--- src/rtl/down_sampler_n_1_pkg.sv ---
`default_nettype none
// ============================================================================
// Module   : down_sampler_n_1_pkg
// Purpose  : Shared constants and types for the RX N:1 down-sampler. The
//            sample width and default decimation factor match the TX
//            zero-stuffing up-sampler so both ends stay in step.
// Contents : SAMPLE_W, DEFAULT_LOG2_FACTOR, ds_mode_e, phase_w()
// Revision : 1.0 - initial release
// ============================================================================
package down_sampler_n_1_pkg;

  localparam int SAMPLE_W            = 18;
  localparam int DEFAULT_LOG2_FACTOR = 2;

  typedef enum logic [0:0] {
    MODE_PICK = 1'b0,
    MODE_DUMP = 1'b1
  } ds_mode_e;

  // Phase registers need at least one bit even when FACTOR = 1.
  function automatic int phase_w(input int log2_factor);
    return (log2_factor > 0) ? log2_factor : 1;
  endfunction

endpackage
`default_nettype wire

--- src/rtl/down_sampler_n_1_sample_phase_counter.sv ---
`default_nettype none
// ============================================================================
// Module   : down_sampler_n_1_sample_phase_counter
// Purpose  : Tracks the position of each input sample within its decimation
//            block. Advances only on sam_clk; sym_clk requests re-alignment
//            so that the next strobed sample becomes phase 0.
// Ports    : clk, reset      - clock, asynchronous active-high reset
//            sam_clk         - input-sample strobe
//            sym_clk         - symbol-alignment strobe
//            phase_o         - phase of the sample presented this cycle
//            phase0_o        - that sample starts a block
//            wrap_o          - that sample ends a block (phase FACTOR-1)
// Revision : 1.0 - initial release
// ============================================================================
module down_sampler_n_1_sample_phase_counter
  import down_sampler_n_1_pkg::*;
#(
  parameter  int LOG2_FACTOR = DEFAULT_LOG2_FACTOR,
  localparam int PW          = phase_w(LOG2_FACTOR)
) (
  input  logic          clk,
  input  logic          reset,
  input  logic          sam_clk,
  input  logic          sym_clk,
  output logic [PW-1:0] phase_o,
  output logic          phase0_o,
  output logic          wrap_o
);

  localparam logic [PW-1:0] LAST_PHASE = PW'((1 << LOG2_FACTOR) - 1);

  logic [PW-1:0] phase_q, phase_d;
  logic          align_pend_q, align_pend_d;

  // A pending alignment, or one arriving in the same cycle as the strobe,
  // forces the current sample to phase 0.
  always_comb begin
    phase_o  = (align_pend_q || sym_clk) ? '0 : phase_q;
    phase0_o = (phase_o == '0);
    wrap_o   = (phase_o == LAST_PHASE);
  end

  always_comb begin
    phase_d      = phase_q;
    align_pend_d = align_pend_q;
    if (sam_clk) begin
      align_pend_d = 1'b0;
      phase_d      = wrap_o ? '0 : (phase_o + PW'(1));
    end else if (sym_clk) begin
      align_pend_d = 1'b1;
    end
  end

  always_ff @(posedge clk or posedge reset) begin
    if (reset) begin
      phase_q      <= '0;
      align_pend_q <= 1'b0;
    end else begin
      phase_q      <= phase_d;
      align_pend_q <= align_pend_d;
    end
  end

endmodule
`default_nettype wire

--- src/rtl/down_sampler_n_1.sv ---
`default_nettype none
// ============================================================================
// Module   : down_sampler_n_1
// Purpose  : RX rate reducer. Emits one output per FACTOR strobed input
//            samples: either the sample at a selectable phase (pick) or the
//            block average rounded toward -inf (integrate-and-dump).
// Ports    : clk, reset      - clock, asynchronous active-high reset
//            sam_clk         - input-sample strobe, x_in valid when high
//            sym_clk         - re-aligns the block phase
//            mode            - 0 pick, 1 dump; takes effect at block start
//            phase_sel       - phase kept in pick mode
//            x_in            - signed input sample
//            y, y_valid      - registered output and its 1-cycle update pulse
// Revision : 1.0 - initial release
// ============================================================================
module down_sampler_n_1
  import down_sampler_n_1_pkg::*;
#(
  parameter  int WIDTH       = SAMPLE_W,
  parameter  int LOG2_FACTOR = DEFAULT_LOG2_FACTOR,
  localparam int PW          = phase_w(LOG2_FACTOR),
  localparam int AW          = WIDTH + LOG2_FACTOR
) (
  input  logic                    clk,
  input  logic                    reset,
  input  logic                    sam_clk,
  input  logic                    sym_clk,
  input  logic                    mode,
  input  logic [PW-1:0]           phase_sel,
  input  logic signed [WIDTH-1:0] x_in,
  output logic signed [WIDTH-1:0] y,
  output logic                    y_valid
);

  logic [PW-1:0] phase;
  logic          phase0;
  logic          wrap;

  down_sampler_n_1_sample_phase_counter #(
    .LOG2_FACTOR (LOG2_FACTOR)
  ) u_phase (
    .clk      (clk),
    .reset    (reset),
    .sam_clk  (sam_clk),
    .sym_clk  (sym_clk),
    .phase_o  (phase),
    .phase0_o (phase0),
    .wrap_o   (wrap)
  );

  ds_mode_e                mode_q, mode_d;
  logic signed [AW-1:0]    acc_q, acc_d;
  logic signed [WIDTH-1:0] y_q, y_d;
  logic                    y_valid_q, y_valid_d;

  ds_mode_e                mode_eff;
  logic                    pick_hit;
  logic signed [AW-1:0]    x_ext;
  logic signed [AW-1:0]    acc_base;
  logic signed [AW-1:0]    acc_sum;

  // With FACTOR = 1 every sample is its own block, so pick always hits.
  generate
    if (LOG2_FACTOR == 0) begin : g_pick_all
      assign pick_hit = 1'b1;
    end else begin : g_pick_cmp
      assign pick_hit = (phase == phase_sel);
    end
  endgenerate

  // The phase-0 sample already belongs to the block governed by the newly
  // sampled mode, so use the incoming value for that one sample.
  assign mode_eff = (sam_clk && phase0) ? ds_mode_e'(mode) : mode_q;

  // Phase 0 starts from zero, which also discards any partial block left
  // behind by a mid-block re-alignment.
  assign x_ext    = AW'(x_in);
  assign acc_base = phase0 ? '0 : acc_q;
  assign acc_sum  = acc_base + x_ext;

  always_comb begin
    mode_d    = mode_q;
    acc_d     = acc_q;
    y_d       = y_q;
    y_valid_d = 1'b0;
    if (sam_clk) begin
      if (phase0) begin
        mode_d = ds_mode_e'(mode);
      end
      if (mode_eff == MODE_PICK) begin
        if (pick_hit) begin
          y_d       = x_in;
          y_valid_d = 1'b1;
        end
      end else if (wrap) begin
        // Sum of FACTOR samples fits in AW bits; the arithmetic shift
        // brings the mean back into WIDTH bits, rounding toward -inf.
        y_d       = WIDTH'(acc_sum >>> LOG2_FACTOR);
        y_valid_d = 1'b1;
        acc_d     = '0;
      end else begin
        acc_d = acc_sum;
      end
    end
  end

  always_ff @(posedge clk or posedge reset) begin
    if (reset) begin
      mode_q    <= MODE_PICK;
      acc_q     <= '0;
      y_q       <= '0;
      y_valid_q <= 1'b0;
    end else begin
      mode_q    <= mode_d;
      acc_q     <= acc_d;
      y_q       <= y_d;
      y_valid_q <= y_valid_d;
    end
  end

  assign y       = y_q;
  assign y_valid = y_valid_q;

endmodule
`default_nettype wire
--- config.mk ---
export PLATFORM = sky130hd
export DESIGN_NAME = down_sampler_n_1
export DESIGN_NICKNAME = d
export VERILOG_FILES = /design/src/rtl/down_sampler_n_1_pkg.sv /design/src/rtl/down_sampler_n_1_sample_phase_counter.sv /design/src/rtl/down_sampler_n_1.sv
export SDC_FILE = /design/constraint.sdc
export NUM_CORES = 1
export LEC_CHECK = 0
export ABC_AREA = 0
export BUFFER_PORTS_ARGS = -buffer_cell sky130_fd_sc_hd__buf_2
export CORE_ASPECT_RATIO = 2
export CORE_UTILIZATION = 60
export DETAILED_ROUTE_END_ITERATION = 7
export PLACE_DENSITY = 0.93
export SLEW_MARGIN = 15
export SYNTH_ARGS = -nofsm -noshare
export SYNTH_HDL_FRONTEND = slang
export SYNTH_SLANG_ARGS = --single-unit
--- constraint.sdc ---
create_clock -name clk -period 7.9 [get_ports clk]
set_clock_uncertainty 0.1 [all_clocks]
set_input_delay 1.185 -clock clk [delete_from_list [all_inputs] [get_ports clk]]
set_output_delay 1.185 -clock clk [all_outputs]
set_load 0.1 [all_outputs]
* Word level (Yosys, flattened, before mapping)
Cells that the tools add are included.
Word-level totals: bits in registers 43, bits of input ports 25, output and inout bits 19, word-level logic and storage cells 33
Operators by class: $add $sub $neg 2, eq/ne operators 3, multiplexer cells 14, reduce and logical (&&, ||, !) cells 8
Operators with widths (number):
- 18-bit 2-to-1 mux | 3
- 20-bit 2-to-1 mux | 2
- 20-bit by 18-bit adder with 20-bit output | 1
- 1-bit 2-to-1 mux | 7
- 2-bit 2-to-1 mux | 2
- 2-bit AND reduction | 2
- 2-bit nonzero test | 2
- 3-bit AND reduction | 1
- 2-bit by 1-bit adder with 2-bit output (second input constant) | 1
- 2-bit equality test | 1
- 2-bit equality test (second input constant) | 1
- 2-bit zero test | 1
- 2-bit by 1-bit != test with 1-bit output (second input constant) | 1
- 1-bit logical AND | 1
- 1-bit logical OR | 1

* Logic depth before layout (Yosys ltp)
Gate-level depths: netlist (run 1).
depth after elaboration 7, depth in mapped cells 16, gate-level depth less buffers 14

* Modules after synthesis
Synthesis (run 1) repeated with hierarchy kept, for this count alone.
Unflattened totals: cells, all modules 347, area, all modules 3042.9 um2
By module, submodules not included:
- down_sampler_n_1 | instances 1, cells each 332, area each 2871.5 um2, sequential area each 1001.0 um2
- down_sampler_n_1_sample_phase_counter | instances 1, cells each 15, area each 171.4 um2, sequential area each 75.1 um2

* Worst setup path before layout (run 1)
OpenSTA, ideal clock, no wires.
kind input -> register, start point input sym_clk, end point register acc_q[18], setup time 0.121 ns, arrival 4.151 ns, data required time 7.679 ns, slack 3.529 ns, stages on the path 16, buffers on the path 2, path through nor2_1 and2_1 inv_1 ha_1 clkbuf_1 clkbuf_1 nor2b_1 ha_1 fa_1 a21oi_1 nand4b_1 nand2_1 a211oi_1 o31ai_1 xor2_1 a22o_1
On the way: longest elaborated chain between the ends 6, elaborated cells between the ends (all ways) 10, those cells by class add/sub (1); eq/ne (1); mux (4); reduce/logical (4)
RTL lines:
- start: declaration | line down_sampler_n_1.sv:27 | input logic sym_clk,
- 1-bit logical OR * | line down_sampler_n_1_sample_phase_counter.sv:38 | phase_o = (align_pend_q || sym_clk) ? '0 : phase_q;
- 2-bit 2-to-1 mux * | line down_sampler_n_1_sample_phase_counter.sv:38
- 2-bit zero test | line down_sampler_n_1_sample_phase_counter.sv:39 | phase0_o = (phase_o == '0);
- 20-bit 2-to-1 mux / 1-bit logical AND (equally long branches) | line down_sampler_n_1.sv:78, down_sampler_n_1.sv:73
- 20-bit by 18-bit adder with 20-bit output / 1-bit 2-to-1 mux (equally long branches) | line down_sampler_n_1.sv:79, down_sampler_n_1.sv:73
- 20-bit 2-to-1 mux / 2-bit AND reduction (equally long branches)
- end signal: assignment | line down_sampler_n_1.sv:110 | acc_q <= '0;
- end signal: assignment | line down_sampler_n_1.sv:115 | acc_q <= acc_d;
- end: declaration | line down_sampler_n_1.sv:52 | logic signed [AW-1:0] acc_q, acc_d;
Mark *: on every way between the ends. The rest lies on a longest branch, timed or not. A chain may end at the register's enable or synchronous reset.

* Worst setup path in the final report (run 1)
Ends and elaborated chain as after synthesis.

==> out/metrics.cfg, run 1 <==
[setup_path]
cp.required_ns=8.01
r2r_start=u_phase.align_pend_q$_DFFE_PP0P_
slowest_delay_ns=0.85
r2r_cells=10
crit_family=simple AND/OR/NAND/NOR gates
arrival_ns=5.19
path_class=primary input to flop
cp_max_fo=29
timing.rr.end=acc_q[18]$_DFFE_PP0P_
cp-start-kind=primary input
regToRegSetupSlack_ns=3.37
worst_path_max_delay_cell=nand2_1
endpoint_kind=flop
crit_path_frequent_cell=nor2_1
path_cells=buf_2 -> nor2_1 -> and2_1 -> inv_1 -> ha_1 -> nand2_2 -> mux2i_4 -> inv_2 -> nand2_1 -> nor2_1 -> a22o_1
crit_buf_inv=3

[logic_synthesis]
synth_edf_count=0
synthTopCellsByCount=dfrtp_1, nand2_1, nor2_1
ys_seq_area_share_pct=34.5
syn_area_sq_mm=0.00312
postSynthCellCount=355
synthArstFlopShare_pct=100
synth_top_area_share_pct=34.5
ys_types=49
yosys_warnings=0
yosysMostFrequentCell=dfrtp_1
yosys.area.top_type=dfrtp_1
syn_nets=402
ys_seq_elements=43
syn_area_per_cell_sq_um=8.80
synth_ff_type=dfrtp_1
synth_area_leaders=dfrtp_1, ha_1, nand2_1

[route]
num_vias=2877
firstDrtPassIters=5
wl_per_cell_microns=18.7
routed_wl_mm=8.26
ant_nets=0
drc=0
avgViaCountPerCell=6.49
drt_iter0_drc=123

[floorplanning]
die_w_microns=53.0
initial_core_util_pct=63.0
num_rows=36
die_y_microns=104
core-area_sq_mm=0.00495
ios=44
die_area_sq_mm=0.00552

[hold_path]
hold_depth=2
hold_path_end=y[12]$_DFFE_PP0P_
worstHoldStart=y[12]$_DFFE_PP0P_
hp-class=flop to flop

[sta]
fin_crit_sh_pct=64.3
rsz0062_at_grt=false
slew_violations=0
setup_viol=0
clock.fmax_mhz=197
relSlewSlack_pct=34.0
layout_min_cycle_time_ns=5.08
hold_violations=0
tns_ns=0
worst_slew_pin_slew_ns=0.988

[clocking]
clk_transition_reported_paths_ns=0.09
cts_tree=done
htree_levels=2
clock-sinks=43
insertion_delay_ns=0.32
ctsResizeCount=0
cts_setup_buffers=0
ctsHoldBuffers=0
cts_root_buffer=clkbuf_8
clk_path_buf_depth=2
cts_made_buffers=5

[grt]
antenna_found_initial=0
grt.overflow.total=0
grt_pass1_wl_mm=13.2
grt_pass1_vias=2815
track_usage_pct=32.5
grt_max_degree=44

[cells_and_area]
multi_input_comb_area_sq_mm=0.00191
finalInstanceArea_sq_mm=0.00341
syn_to_final_growth_pct=9.25
seq_area_sq_mm=0.00108
fin_util_pct=68.9
n_antenna_cell=0
fin_nets=432
fillers=383
drive_gt1_share_pct=17.1

[power_and_ir_drop]
powerDensity_mw_per_mm2=406
power_uw=1380
peakVddDrop_mv=0.402
p_leak_uw=0.00161

[placement]
io_buffers=43
place.gp.congestion=0.970
placed_cell_area_sq_mm=0.00331
hpwl_mm=5.90

[outcome]
status=finished, final reports clean

[flow_run]
maxCapViolCount=0

-- cell usage in the layout, fill, tap and decap left out, drive strengths merged, types with 4 or more instances in the layout --
cell type / n
a21oi: 29
xor2: 7
and3: 4
a21o: 8
inv: 6
a31oi: 7
nor2b: 22
o31ai: 8
nand3: 11
buf: 45
nand4: 5
o21ai: 17
o21a: 5
mux2i: 4
nor3: 6
a22o: 12
ha: 21
nand2: 40
a211oi: 4
nor2: 31
xnor2: 14
clkbuf: 8
dfrtp: 43
-- power breakdown --
part           total (uW)  switching [uW]  internal (uW)
Combinational         845             623            222
Sequential            373            54.5            319
Clock                 166            86.2           80.0
Total                1380             764            621
-- cell type report --
class,count,area share (%)
inverters,7,0.770
well taps,57,2.09
repair buffers,45,6.75
multi-input cells,283,55.9
clock buffers,8,2.93
flip-flops and latches,43,31.5
-- worst reg2reg max path: stages (launching register included) --
cell,delay [ns]
dfrtp_1,0.39
nor2_1,0.20
and2_1,0.21
inv_1,0.06
ha_1,0.49
nand2_2,0.23
mux2i_4,0.77
inv_2,0.38
nand2_1,0.85
nor2_1,0.44
a22o_1,0.30
-- per-stage QoR --
stage / hold slack [ns] / worst slack (ns) / std cells
after CTS: 0.386 / 2.96 / 443
final: 0.392 / 2.82 / 443
after global routing: 0.419 / 2.54 / 443
after global placement: 0.354 / 2.79 / 435
after floorplan: 0.341 / 3.53 / 355
after detailed placement: 0.362 / 2.61 / 435
-- state kept, by name, indices dropped and copies added (netlist names) --
signal,cells
y,18
u_phase.phase_q,2
u_phase.align_pend_q,1
mode_q,1
y_valid,1
acc_q,20
-- routing by layer --
layer  track usage [%]  up-vias  wire [microns]
met3              6.87       47             487
met1              36.0     1366            2950
li1                  -     1329               -
met4              20.9        0             520
met5                 0        -               0
met2              53.3      135            4300
-- cells by family after synthesis --
kind of cell / after synthesis / share of synthesized area [%]
buf+inv: 29 / 4.45
xor+xnor: 21 / 5.89
mux: 7 / 2.76
flops: 43 / 34.5
simple gates: 129 / 20.2
compound gates: 104 / 23.2
fa+ha+maj: 22 / 9.05
-- worst max-delay path by stage --
stage | depth (start not counted) | from | end | slack (ns)
after global routing | 11 | sym_clk | acc_q[8]$_DFFE_PP0P_ | 2.54
after detailed placement | 11 | sym_clk | acc_q[6]$_DFFE_PP0P_ | 2.61
final | 11 | sym_clk | acc_q[18]$_DFFE_PP0P_ | 2.82
after CTS | 11 | sym_clk | acc_q[6]$_DFFE_PP0P_ | 2.96
after global placement | 11 | sym_clk | acc_q[11]$_DFFE_PP0P_ | 2.79
after floorplan | 16 | sym_clk | acc_q[18]$_DFFE_PP0P_ | 3.53
(Power assumes the default switching activity.)
==> run 2, diff against run 1 <==
CORE_UTILIZATION = 52   (was 60)
PLACE_DENSITY = 0.86   (was 0.93)
clock period = 4.35 ns   (was 7.9 ns; I/O delays follow)
==> out/metrics.cfg, run 2 (synthesized netlist as in run 1, its figures left out) <==
[setup_path]
crit_path_frequent_cell=ha_1
cp.required_ns=4.46  ; -3.55 ns
slowest_delay_ns=0.45  ; -0.40 ns
cp-start-kind=primary input
arrival_ns=3.75  ; -1.44 ns
crit_family=compound AO/OA/AOI/OAI gates
worst_path_max_delay_cell=a211oi_1
cp_max_fo=14  ; -52%
endpoint_kind=flop
crit_buf_inv=3  ; unchanged
path_cells=buf_2 -> nor2_1 -> and2_1 -> inv_1 -> ha_1 -> buf_4 -> nor2b_1 -> ha_1 -> a21o_1 -> a21oi_1 -> nand2_1 -> a211oi_1 -> o21ai_0 -> xnor2_1 -> o31ai_1
path_class=primary input to flop

[grt]
grt.overflow.total=0  ; unchanged
grt_pass1_vias=2896  ; +2.9%
track_usage_pct=28.3  ; -4.2 points
antenna_found_initial=0  ; unchanged
grt_pass1_wl_mm=13.6  ; +3.3%
grt_max_degree=44  ; unchanged

[cells_and_area]
post_layout_nonfiller_instances=452  ; +2.0%
largest_register_ffs=20  ; unchanged
n_antenna_cell=0  ; unchanged
final_cell_mix=dfrtp_1, buf_2, nand2_1, nor2_1, a21oi_1
regMostFlops=acc_q
fillers=525  ; +37%
syn_to_final_growth_pct=13.0
fin_nets=437  ; +1.2%
drive_gt1_share_pct=18.4  ; +1.3 points

[hold_path]
hp-class=flop to flop

[route]
drt_iter0_drc=115  ; -6.5%
routed_wl_mm=8.35  ; +1.1%
avgViaCountPerCell=6.30  ; -3.0%
drc=4  ; +4
firstDrtPassIters=6  ; +1
wl_per_cell_microns=18.5  ; -0.95%
ant_nets=0  ; unchanged
num_vias=2847  ; -1.0%

[floorplanning]
die_y_microns=112  ; +7.3%
ios=44  ; unchanged
core-area_sq_mm=0.00576  ; +16%
initial_core_util_pct=54.2  ; -8.8 points
die_area_sq_mm=0.00634  ; +15%
num_rows=39  ; +8.3%
die_w_microns=56.8  ; +7.1%

[clocking]
clock-sinks=43  ; unchanged
clk_transition_reported_paths_ns=0.06  ; -0.03 ns
cts_setup_buffers=0  ; unchanged
ctsResizeCount=0  ; unchanged
htree_levels=2  ; unchanged
clk_path_buf_depth=2  ; unchanged
cts_made_buffers=5  ; unchanged
ctsHoldBuffers=0  ; unchanged
cts_tree=done
insertion_delay_ns=0.30  ; -0.02 ns
cts_root_buffer=clkbuf_16

[sta]
relSlewSlack_pct=34.2  ; +0.18 points
rsz0062_at_grt=false
slew_violations=0  ; unchanged
setup_viol=0  ; unchanged
hold_violations=0  ; unchanged
tns_ns=0  ; unchanged
worst_slew_pin_slew_ns=0.984  ; -0.00398 ns
clock.fmax_mhz=274
layout_min_cycle_time_ns=3.65
fin_crit_sh_pct=83.9

[outcome]
status=complete, but fails checks
violations=design-rule violations

[placement]
placed_cells=444  ; +2.1%
io_buffers=43  ; unchanged
place.gp.congestion=0.947  ; -2.4%
hpwl_mm=6.10  ; +3.5%

[power_and_ir_drop]
p_leak_uw=0.00167  ; +3.6%
power_uw=2670  ; +93%
peakVddDrop_mv=0.418  ; +3.8%
powerDensity_mw_per_mm2=756  ; +86%

[flow_run]
maxCapViolCount=0  ; unchanged

## run 2: changes by cell type in the layout (fill, tap and decap cells not counted)
cell,previous run,this run
clkbuf_8,7,1
bufinv_16,0,1
clkbuf_1,1,0
buf_4,2,7
clkinv_2,0,1
clkbuf_16,0,5
## run 2: stage by stage
| stage | worst slack, ns | cell area, sq um | util, % | hold slack (ns) |
|---|---|---|---|---|
| 3_5_place_dp | 0.470 | 3350 | 58.3 | 0.365 |
| 6_report | 0.701 | 3530 | 61.3 | 0.370 |
| 4_1_cts | 0.761 | 3530 | 61.3 | 0.377 |
| 5_1_grt | 0.378 | 3530 | 61.3 | 0.398 |
| 2_1_floorplan | 0.511 | 3120 | - | 0.341 |
| 3_3_place_gp | 0.595 | 3350 | 58.3 | 0.354 |
## run 2: final cells by class
cell class / instances / area (sq um) / area share [%]
multi-input combinational: 283 / 1910 / 54.1
sequential: 43 / 1080 / 30.5
timing repair buffer: 50 / 268 / 7.59
clock buffer: 6 / 139 / 3.94
tap: 61 / 76.3 / 2.16
clock inverter: 2 / 35.0 / 0.993
inverter: 7 / 26.3 / 0.745
## run 2: worst register-to-register path: stages, from the launching register on
cell	delay, ns
dfrtp_1	0.38
nor2_1	0.24
and2_1	0.23
inv_1	0.06
ha_1	0.22
buf_4	0.20
nor2b_1	0.15
ha_1	0.30
a21o_1	0.20
a21oi_1	0.18
nand2_1	0.11
a211oi_1	0.45
o21ai_0	0.30
xnor2_1	0.19
o31ai_1	0.21
## run 2: worst paths after layout
kind | from | to | slack, ns | cells past startpoint
worst min-delay path | acc_q[12]$_DFFE_PP0P_ | acc_q[12]$_DFFE_PP0P_ | 0.37 | 2
max in group asynchronous | reset | y[9]$_DFFE_PP0P_ | 3.37 | 3
worst min register to register | acc_q[12]$_DFFE_PP0P_ | acc_q[12]$_DFFE_PP0P_ | 0.37 | 2
worst max-delay path | sym_clk | acc_q[14]$_DFFE_PP0P_ | 0.70 | 15
min in group asynchronous | reset | mode_q$_DFFE_PP0P_ | 0.39 | 3
worst max register to register | u_phase.align_pend_q$_DFFE_PP0P_ | acc_q[14]$_DFFE_PP0P_ | 0.75 | 14
## run 2: metal layers
layer	global-route usage, %	part of all wire (%)	up-vias
li1	-	-	1342
met1	28.6	36	1400
met2	50.8	55	78
met3	5.69	4.5	27
met4	18.5	4.8	0
met5	0	0	-
## run 2: power breakdown
| part | internal, uW | switching, uW |
|---|---|---|
| clock | 286 | 163 |
| sequential | 580 | 93.1 |
| combinational | 413 | 1130 |
==> run 3, diff against run 2 <==
ABC_AREA = 1   (was 0)
CORE_UTILIZATION = 59   (was 52)
PLACE_DENSITY = 0.91   (was 0.86)
clock period = 3.72 ns   (was 4.35 ns; I/O delays follow)
==> out/metrics.cfg, run 3 <==
[cells_and_area]
fin_nets=580  ; +33%
fin_util_pct=67.5  ; +6.3 points
fillers=513  ; -2.3%
drive_gt1_share_pct=15.8  ; -2.7 points
n_antenna_cell=0  ; unchanged
final_cell_mix=nand2_1, inv_1, nor2_1, dfrtp_1, buf_2
final_common_cell=nand2_1
finalInstanceArea_sq_mm=0.00366  ; +3.8%
regMostFlops=acc_q
largest_register_ffs=20  ; unchanged
syn_to_final_growth_pct=9.46

[sta]
relSlewSlack_pct=55.9  ; +22 points
slew_violations=0  ; unchanged
fin_crit_sh_pct=84.9
hold_violations=0  ; unchanged
tns_ns=0  ; unchanged
worst_slew_pin_slew_ns=0.662  ; -0.321 ns
clock.fmax_mhz=317
rsz0062_at_grt=false
setup_viol=0  ; unchanged
layout_min_cycle_time_ns=3.16
fin_ws_ns=0.561  ; -0.140 ns

[clocking]
clk_path_buf_depth=2  ; unchanged
clk_transition_reported_paths_ns=0.09  ; +0.03 ns
cts_root_buffer=clkbuf_8
ctsResizeCount=0  ; unchanged
htree_levels=2  ; unchanged
insertion_delay_ns=0.31  ; about the same
cts_made_buffers=5  ; unchanged
clock-sinks=43  ; unchanged
cts_setup_buffers=0  ; unchanged
ctsHoldBuffers=0  ; unchanged
cts_tree=done

[flow_run]
maxCapViolCount=0  ; unchanged

[logic_synthesis]
postSynthCellCount=492  ; +39%
synth_edf_count=0  ; unchanged
ys_seq_elements=43  ; unchanged
ys_seq_area_share_pct=32.2  ; -2.3 points
yosys.area.top_type=dfrtp_1
yosys_warnings=0  ; unchanged
syn_area_per_cell_sq_um=6.80  ; -23%
yosysMostFrequentCell=nand2_1
syn_area_sq_mm=0.00334  ; +7.1%
ys_types=36  ; -27%
synthTopCellsByCount=nand2_1, inv_1, nor2_1
synth_ff_type=dfrtp_1
syn_nets=539  ; +34%
synth_area_leaders=dfrtp_1, nand2_1, ha_1
synth_top_area_share_pct=32.2  ; -2.3 points
synthArstFlopShare_pct=100  ; unchanged

[setup_path]
crit_family=simple AND/OR/NAND/NOR gates
path_cells=nor2_2 -> nand2_2 -> ha_1 -> nor2_1 -> ha_1 -> a21oi_1 -> nand2_1 -> nand2_1 -> nand3_1 -> nand2_1 -> nand2_1 -> nand2_1 -> nand3_1 -> nand2_1 -> nand2_1
slowest_delay_ns=0.44  ; about the same
cp-start-kind=flop
critical_path.startpoint=u_phase.align_pend_q$_DFFE_PP0P_
regToRegSetupSlack_ns=0.56  ; -0.19 ns
worst_path_max_delay_cell=ha_1
arrival_ns=3.26  ; -0.49 ns
path_class=flop to flop
endpoint=y[12]$_DFFE_PP0P_
timing.rr.end=y[12]$_DFFE_PP0P_
cp.required_ns=3.83  ; -0.63 ns
endpoint_kind=flop
crit_buf_inv=0  ; -3
crit_path_frequent_cell=nand2_1
cp_max_fo=16  ; +2
r2r_start=u_phase.align_pend_q$_DFFE_PP0P_
cp.depth=15  ; unchanged
r2r_cells=15  ; +1

[grt]
grt_pass1_vias=3437  ; +19%
track_usage_pct=35.1  ; +6.8 points
antenna_found_initial=0  ; unchanged
grt.overflow.total=0  ; unchanged
grt_max_degree=37  ; -16%
grt_pass1_wl_mm=15.9  ; +16%

[route]
dr_wl_met3_microns=452  ; +20%
firstDrtPassIters=4  ; -2
drc=0  ; -4
wl_per_cell_microns=16.6  ; -10%
met2_length_mm=5.40  ; +18%
avgViaCountPerCell=5.74  ; -8.8%
drt_iter0_drc=228  ; +98%
ant_nets=0  ; unchanged
num_vias=3405  ; +20%
routed_wl_mm=9.85  ; +18%
top_layer_used=met4
wl_met1_mm=3.29  ; +10%

[power_and_ir_drop]
seqPwrFrac_pct=26.3  ; +1.1 points
p_comb_share_pct=62.3  ; +4.4 points
peakVddDrop_mv=1.52  ; +260%
power.internal_uw=1220  ; -4.5%
p_leak_uw=0.00213  ; +28%
power_uw=2900  ; +8.9%
p_sw_uw=1680  ; +21%
powerDensity_mw_per_mm2=793  ; +4.9%
switching_share_pct=57.9  ; +5.9 points
pwr-share-clk_pct=11.3  ; -5.5 points

[placement]
placed_cell_area_sq_mm=0.00357  ; +6.4%
hpwl_mm=7.55  ; +24%
post-place-ws_ns=0.318  ; -0.152 ns
place.gp.congestion=0.946  ; about the same
io_buffers=43  ; unchanged

[floorplanning]
initial_core_util_pct=61.7  ; +7.5 points
ios=44  ; unchanged
num_rows=38  ; -2.6%
die_area_sq_mm=0.00599  ; -5.5%
core-area_sq_mm=0.00542  ; -5.9%
die_y_microns=108  ; -2.8%
die_w_microns=55.2  ; -2.7%

[outcome]
status=finished, final reports clean

[hold_path]
hp-class=primary input to asynchronous set/reset pin

==> run 3: routing by layer <==
| metal | track usage [%] | vias to the layer above |
|---|---|---|
| met4 | 27.3 | 0 |
| met5 | 0 | - |
| met1 | 33.9 | 1579 |
| met3 | 3.71 | 53 |
| li1 | - | 1617 |
| met2 | 66.2 | 156 |
==> run 3: power by group through the flow <==
stage               Clock, uW  Sequential (uW)  Combinational (uW)
floorplan                   0             1480                 733
global placement            0              769                1770
detailed placement          0              776                1780
CTS                       329              766                1790
global route              344              784                1940
finish                    329              764                1810
==> run 3: cell type report <==
type | count | area (sq um) | area share (%)
Inverter | 72 | 280 | 7.66
Clock inverter | 1 | 8.76 | 0.239
Sequential cell | 43 | 1080 | 29.4
Clock buffer | 6 | 82.6 | 2.26
Tap cell | 60 | 75.1 | 2.05
Timing Repair Buffer | 45 | 230 | 6.29
Multi-Input combinational cell | 366 | 1910 | 52.1
==> run 3: worst min-delay path by stage <==
stage                                from  cells past startpoint                    end
CTS                                 reset                      2       y[2]$_DFFE_PP0P_
floorplan           acc_q[10]$_DFFE_PP0P_                      2  acc_q[10]$_DFFE_PP0P_
global placement         y[5]$_DFFE_PP0P_                      2       y[5]$_DFFE_PP0P_
finish                              reset                      2       y[2]$_DFFE_PP0P_
detailed placement      y[11]$_DFFE_PP0P_                      2      y[11]$_DFFE_PP0P_
global route                        reset                      2      y[12]$_DFFE_PP0P_
==> run 3: logic make-up after synthesis <==
family	share of synthesized area, %
xor+xnor	2.58
compound gates	9.50
mux	0.337
flops	32.2
buf+inv	10.8
fa+ha+maj	8.45
simple gates	36.2
==> run 3: metrics by stage <==
step / std cells / hold WS (ns)
finish: 593 / 0.185
global route: 593 / 0.229
CTS: 593 / 0.195
detailed placement: 586 / 0.367
global placement: 586 / 0.357
floorplan: 492 / 0.352
